File: config.mk
export PLATFORM = sky130hd
export DESIGN_NAME = data_mem_lsu
export DESIGN_NICKNAME = d
export VERILOG_FILES = /design/src/rtl/salamander_mem_pkg.sv /design/src/rtl/mem_addr_gen.sv /design/src/rtl/data_mem_lsu.sv
export SDC_FILE = /design/constraint.sdc
export NUM_CORES = 1
export LEC_CHECK = 0
export ABC_AREA = 1
export BUFFER_PORTS_ARGS = -buffer_cell sky130_fd_sc_hd__buf_2
export CAP_MARGIN = 20
export CELL_PAD_IN_SITES_DETAIL_PLACEMENT = 0
export CELL_PAD_IN_SITES_GLOBAL_PLACEMENT = 1
export CORE_MARGIN = 1.5
export CORE_UTILIZATION = 39
export DETAILED_ROUTE_END_ITERATION = 12
export PLACE_DENSITY = 0.91
export SETUP_SLACK_MARGIN = 0.15
export SYNTH_ARGS = -nofsm -noshare
export SYNTH_HDL_FRONTEND = slang
export SYNTH_HIERARCHICAL = 1
export SYNTH_SLANG_ARGS = --single-unit
File: constraint.sdc
create_clock -name clk -period 3.2 [get_ports clk]
set_clock_uncertainty 0.1 [all_clocks]
set_input_delay 0.32 -clock clk [delete_from_list [all_inputs] [get_ports clk]]
set_output_delay 0.32 -clock clk [all_outputs]
set_load 0.03 [all_outputs]
File: src/rtl/salamander_mem_pkg.sv
// Shared types for the data-memory load/store sequencer: command opcodes,
// FSM states and the memory-size helper.
package salamander_mem_pkg;

  typedef enum logic [1:0] {
    OP_LOAD  = 2'd0,
    OP_STORE = 2'd1,
    OP_COPY  = 2'd2,
    OP_FILL  = 2'd3
  } mem_op_e;

  typedef enum logic [2:0] {
    ST_IDLE    = 3'd0,
    ST_SINGLE  = 3'd1,
    ST_CP_RD   = 3'd2,
    ST_CP_WR   = 3'd3,
    ST_FILL_WR = 3'd4,
    ST_DONE    = 3'd5
  } lsu_state_e;

  localparam int DEF_ADDR_SIZE = 5;
  localparam int MEM_SIZE      = 2 ** DEF_ADDR_SIZE;

  function automatic int mem_size(input int addr_size);
    return 32'sd1 << addr_size;
  endfunction

endpackage

File: src/rtl/mem_addr_gen.sv
// Block address generator: base + running index, wrapped to the address width,
// with a wide index counter so a full-memory block still terminates.
module mem_addr_gen
  import salamander_mem_pkg::*;
#(
  parameter int ADDR_SIZE = 5,
  parameter int LEN_SIZE  = ADDR_SIZE + 1
) (
  input  logic                 clk,
  input  logic                 rst,
  input  logic                 i_clr,
  input  logic                 i_inc,
  input  logic [ADDR_SIZE-1:0] i_base,
  input  logic [LEN_SIZE-1:0]  i_len,
  output logic [ADDR_SIZE-1:0] o_addr,
  output logic                 o_last
);

  logic [LEN_SIZE-1:0] r_idx;

  always_ff @(posedge clk or posedge rst) begin
    if (rst) begin
      r_idx <= '0;
    end else if (i_clr) begin
      r_idx <= '0;
    end else if (i_inc) begin
      r_idx <= r_idx + LEN_SIZE'(1);
    end else begin
      r_idx <= r_idx;
    end
  end

  // Truncating the sum gives the modulo-MEM_SIZE wrap for free.
  assign o_addr = i_base + r_idx[ADDR_SIZE-1:0];
  assign o_last = ((r_idx + LEN_SIZE'(1)) == i_len);

endmodule

File: src/rtl/data_mem_lsu.sv
// Load/store sequencer driving the DATA_MEM port: single LOAD/STORE and
// block COPY/FILL commands, one response pulse per command.
module data_mem_lsu
  import salamander_mem_pkg::*;
#(
  parameter int DATA_SIZE = 8,
  parameter int ADDR_SIZE = 5,
  parameter int LEN_SIZE  = ADDR_SIZE + 1
) (
  input  logic                 clk,
  input  logic                 rst,
  input  logic                 req_valid,
  output logic                 req_ready,
  input  logic [1:0]           req_op,
  input  logic [ADDR_SIZE-1:0] req_addr,
  input  logic [ADDR_SIZE-1:0] req_dst,
  input  logic [DATA_SIZE-1:0] req_data,
  input  logic [LEN_SIZE-1:0]  req_len,
  output logic                 rsp_valid,
  output logic [DATA_SIZE-1:0] rsp_data,
  output logic                 rsp_err,
  output logic                 busy,
  output logic                 mem_w,
  output logic [ADDR_SIZE-1:0] mem_addr,
  output logic [DATA_SIZE-1:0] mem_wdata,
  input  logic [DATA_SIZE-1:0] mem_rdata
);

  localparam logic [LEN_SIZE-1:0] MEM_SIZE_L = LEN_SIZE'(mem_size(ADDR_SIZE));

  lsu_state_e           r_state;
  mem_op_e              r_op;
  logic [ADDR_SIZE-1:0] r_src;
  logic [ADDR_SIZE-1:0] r_dst;
  logic [ADDR_SIZE-1:0] r_last_addr;
  logic [DATA_SIZE-1:0] r_data;
  logic [DATA_SIZE-1:0] r_hold;
  logic [DATA_SIZE-1:0] r_rsp_data;
  logic [LEN_SIZE-1:0]  r_len;
  logic                 r_err;

  mem_op_e              w_req_op;
  logic                 w_accept;
  logic                 w_len_bad;
  logic                 w_len_zero;
  logic                 w_active;
  logic                 w_inc;
  logic                 w_last;
  logic [ADDR_SIZE-1:0] w_base;
  logic [ADDR_SIZE-1:0] w_addr;

  assign w_req_op   = mem_op_e'(req_op);
  assign w_accept   = req_valid && (r_state == ST_IDLE);
  assign w_len_bad  = (req_len > MEM_SIZE_L);
  assign w_len_zero = (req_len == '0);
  assign w_active   = (r_state == ST_SINGLE) || (r_state == ST_CP_RD) ||
                      (r_state == ST_CP_WR)  || (r_state == ST_FILL_WR);
  assign w_inc      = (r_state == ST_CP_WR) || (r_state == ST_FILL_WR);
  assign w_base     = (r_state == ST_CP_WR) ? r_dst : r_src;

  mem_addr_gen #(
    .ADDR_SIZE (ADDR_SIZE),
    .LEN_SIZE  (LEN_SIZE)
  ) u_addr_gen (
    .clk    (clk),
    .rst    (rst),
    .i_clr  (w_accept),
    .i_inc  (w_inc),
    .i_base (w_base),
    .i_len  (r_len),
    .o_addr (w_addr),
    .o_last (w_last)
  );

  always_ff @(posedge clk or posedge rst) begin
    if (rst) begin
      r_state    <= ST_IDLE;
      r_op       <= OP_LOAD;
      r_src      <= '0;
      r_dst      <= '0;
      r_data     <= '0;
      r_len      <= '0;
      r_hold     <= '0;
      r_rsp_data <= '0;
      r_err      <= 1'b0;
    end else begin
      case (r_state)
        ST_IDLE: begin
          if (w_accept) begin
            r_op   <= w_req_op;
            r_src  <= req_addr;
            r_dst  <= req_dst;
            r_data <= req_data;
            r_len  <= req_len;
            r_err  <= ((w_req_op == OP_COPY) || (w_req_op == OP_FILL)) && w_len_bad;
            case (w_req_op)
              OP_STORE, OP_FILL: r_rsp_data <= req_data;
              OP_COPY:           r_rsp_data <= '0;
              default:           r_rsp_data <= r_rsp_data;
            endcase
            case (w_req_op)
              OP_LOAD, OP_STORE: r_state <= ST_SINGLE;
              OP_COPY:           r_state <= (w_len_zero || w_len_bad) ? ST_DONE : ST_CP_RD;
              default:           r_state <= (w_len_zero || w_len_bad) ? ST_DONE : ST_FILL_WR;
            endcase
          end else begin
            r_state <= ST_IDLE;
          end
        end
        ST_SINGLE: begin
          if (r_op == OP_LOAD) begin
            r_rsp_data <= mem_rdata;
          end else begin
            r_rsp_data <= r_rsp_data;
          end
          r_state <= ST_DONE;
        end
        ST_CP_RD: begin
          r_hold  <= mem_rdata;
          r_state <= ST_CP_WR;
        end
        ST_CP_WR: begin
          r_rsp_data <= r_hold;
          r_state    <= w_last ? ST_DONE : ST_CP_RD;
        end
        ST_FILL_WR: r_state <= w_last ? ST_DONE : ST_FILL_WR;
        ST_DONE:    r_state <= ST_IDLE;
        default:    r_state <= ST_IDLE;
      endcase
    end
  end

  // mem_addr keeps showing the last driven address while idle.
  always_ff @(posedge clk or posedge rst) begin
    if (rst) begin
      r_last_addr <= '0;
    end else if (w_active) begin
      r_last_addr <= w_addr;
    end else begin
      r_last_addr <= r_last_addr;
    end
  end

  always_comb begin
    mem_w     = 1'b0;
    mem_wdata = '0;
    case (r_state)
      ST_SINGLE: begin
        mem_w     = (r_op == OP_STORE);
        mem_wdata = (r_op == OP_STORE) ? r_data : '0;
      end
      ST_CP_WR: begin
        mem_w     = 1'b1;
        mem_wdata = r_hold;
      end
      ST_FILL_WR: begin
        mem_w     = 1'b1;
        mem_wdata = r_data;
      end
      default: begin
        mem_w     = 1'b0;
        mem_wdata = '0;
      end
    endcase
  end

  assign mem_addr  = w_active ? w_addr : r_last_addr;
  assign rsp_valid = (r_state == ST_DONE);
  assign rsp_err   = (r_state == ST_DONE) && r_err;
  assign rsp_data  = r_rsp_data;
  assign busy      = (r_state != ST_IDLE);
  assign req_ready = (r_state == ST_IDLE);

endmodule

==> flow_summary.yaml <==
status:
  outcome: "finished, final reports clean"
power_and_ir_drop:
  ir_drop_uv: 278
  p_per_area_nw_per_um2: 1060
  p_total_uw: 4010
  leakage_uw: 0.00207
grt:
  antenna_found_initial: 0
  grt.total_usage_pct: 19.9
  grt_pass1_wl_mm: 13.1
  overflow: 0
  grt_pass1_vias: 2808
  grt_max_degree: 52
logic_synthesis:
  synth_common_cells: "nand2_1 (178), dfrtp_1 (57), nand3_1 (40)"
  ys_warn_count: 6
  yosys_register_bits: 57
  synth_nets: 449
  synth_largest_area_cell: "dfrtp_1"
  synth_cell_type_count: 25
  yosysMostFrequentCell: "nand2_1"
  avgSynthCellArea_um2: 7.54
  syn_inst: 406
  ys_seq_area_share_pct: 46.6
  synth_area_leaders: "dfrtp_1 (47%), nand2_1 (22%), nand3_1 (6.5%)"
  synth-edff-count: 0
  synthArstFlopShare_pct: 100
  synth_top_area_share_pct: 46.6
  synth_area_um2: 3060
  synth_ff_type: "dfrtp_1"
cells_and_area:
  regArea_um2: 1430
  final_cells: 588
  syn2layout_area_growth_pct: 23.1
  multi_input_area_um2: 1440
  nFillCells: 765
  nets: 524
  drive_gt1_share_pct: 22.4
  insertedDiodeCount: 0
cts:
  cts-root-buf: "clkbuf_8"
  cts_tree: "done"
  clock_latency_ns: 0.34
  cts.htree.levels: 3
  cts_inserted_buffers: 9
  cts_num_sinks: 57
  path_clk_slew_ns: 0.07
  cts_buffer_depth: 2
sta:
  fmaxAchievable_ghz: 0.347
  setup_tns_ns: 0
  fin_ws_ns: 0.322
  relSlewSlack_pct: 60.6
  min_period_ns: 2.88
  finalCritPeriodShare_pct: 89.9
  finalSetupViolations: 0
  finalHoldViolations: 0
  drv_slew: 0
  rsz0062_at_grt: "false"
  tightest_slew_ns: 0.591
place:
  io_buffers: 62
  gp_congestion: 0.829
  dp_hpwl_mm: 5.66
  dp_cells: 566
  dp_slack_ns: 0.367
die:
  io_pins: 63
  die_w_um: 91.6
  die_y_um: 91.6
  placementRows: 32
  die_area_um2: 8390
  start_util_pct: 40.0
  core_um2: 7650
worst_setup_path:
  cp.required_ns: 2.78
  ff2ff_setup_slack_ns: 1.04
  crit_type: "reg -> out"
  critPathArrivalTime_ns: 2.46
  cp-start-kind: "register"
  crit_path_end_kind: "primary output"
  path_max_fanout: 10
detailed_routing:
  totalWireLength_mm: 7.68
  ant_nets: 0
  routed_via_density: 4.78
  via_count: 2813
  wl_per_cell_um: 13.1
  drc_errors: 0
  drtIter0Drc: 207
  drt_pass1_iterations: 5
hold_path:
  hold_path_class: "in -> reg"
flow_run:
  maxCapViolCount: 0
-- power by group --
| part | total (uW) | leakage, uW | switching [uW] | internal, uW |
|---|---|---|---|---|
| clock | 720 | 0.000106 | 286 | 434 |
| sequential | 1270 | 0.000707 | 211 | 1060 |
| combinational | 2020 | 0.00125 | 1360 | 660 |
-- sequential cells by signal, summed over array words and instances, names as in the netlist --
register	count
rsp_data	8
r_src	5
r_err	1
u_addr_gen/r_idx	6
r_state	3
r_last_addr	5
r_hold	8
r_len	6
r_data	8
r_op	2
r_dst	5
-- cells by family after synthesis --
| logic type | synth area share (%) |
|---|---|
| adder cells (fa/ha/maj) | 2.70 |
| flip-flops | 46.6 |
| XOR/XNOR | 1.72 |
| AND/OR/NAND/NOR | 35.2 |
| AO/OA/AOI/OAI | 6.62 |
| buffers and inverters | 7.15 |
-- worst max-delay path, cell delays in order (launching register included) --
cell and delay [ns]:
dfrtp_2 0.45, inv_4 0.11, nand2_8 0.10, nor2_4 0.10, nand2_1 0.05, nand2_1 0.06, ha_1 0.16, inv_1 0.06
fa_2 0.39, o21ai_2 0.17, xor2_1 0.15, nand2_1 0.07, nand2_1 0.11, buf_6 0.14
-- placed cells by master, fill, tap and decap left out, types with 2 or more instances in the layout --
| cell type | netlist | final |
|---|---|---|
| nand2_1 | 178 | 178 |
| buf_2 | 4 | 61 |
| dfrtp_1 | 57 | 54 |
| nand3_1 | 40 | 40 |
| inv_1 | 38 | 36 |
| o21ai_0 | 28 | 27 |
| nor2_1 | 13 | 13 |
| clkbuf_8 | 0 | 9 |
| buf_4 | 0 | 8 |
| a21oi_1 | 5 | 5 |
| ha_1 | 5 | 5 |
| nor2_4 | 4 | 4 |
| inv_2 | 3 | 4 |
| nand4_1 | 4 | 4 |
| xor2_1 | 4 | 4 |
| nand2_2 | 4 | 3 |
| o22ai_1 | 3 | 3 |
| clkinv_2 | 0 | 3 |
| dfrtp_2 | 0 | 3 |
| nor2_2 | 2 | 2 |
| bufinv_16 | 0 | 2 |
| xnor2_1 | 2 | 2 |
| nand3b_1 | 2 | 2 |
-- final cells by class --
class                      count  area share [%]
multi-input combinational    300            38.1
sequential                    57            38.0
timing repair buffer          72            10.8
inverter                      41            4.15
clock buffer                  10            3.39
tap                          102            3.39
clock inverter                 6            2.19
-- path summary, 6_finish.rpt --
kind                                          from                         endpoint  cells after the start
hold / removal                         req_addr[1]             r_src[1]$_DFFE_PP0P_                      3
setup / recovery              r_state[2]$_DFF_PP0_                      mem_addr[4]                     13
max in group asynchronous                      rst             r_state[0]$_DFF_PP0_                      4
hold reg to reg            rsp_data[1]$_DFFE_PP0P_          rsp_data[1]$_DFFE_PP0P_                      2
setup reg to reg              r_state[0]$_DFF_PP0_         r_last_addr[4]$_DFF_PP0_                     12
min in group asynchronous                      rst  u_addr_gen/r_idx[5]$_DFFE_PP0P_                      3
-- per-layer routing --
| layer | global-route usage, % | part of all wire, % | up-vias |
|---|---|---|---|
| met5 | 0 | 0 | - |
| met4 | 7.81 | 1.1 | 0 |
| met3 | 4.44 | 4.3 | 6 |
| met2 | 32.8 | 49 | 68 |
| met1 | 25.2 | 46 | 1301 |
| li1 | - | - | 1438 |
-- metrics by stage --
step | utilization [%] | area [um^2] | hold slack, ns
2_1_floorplan | - | 3060 | 0.0110
3_3_place_gp | 45.3 | 3460 | 0.175
3_5_place_dp | 45.3 | 3460 | 0.184
4_1_cts | 48.4 | 3700 | 0.0596
5_1_grt | 49.2 | 3770 | 0.0748
6_report | 49.2 | 3770 | 0.0757
-- what timing repair did --
action,4_1_cts,5_1_grt
setup buffers,1,3
hold endpoints to repair,6,0
endpoints found under the setup margin,1,3
gates resized for setup,5,7
hold buffers,1,0
Power figures use the tool's default switching activity.
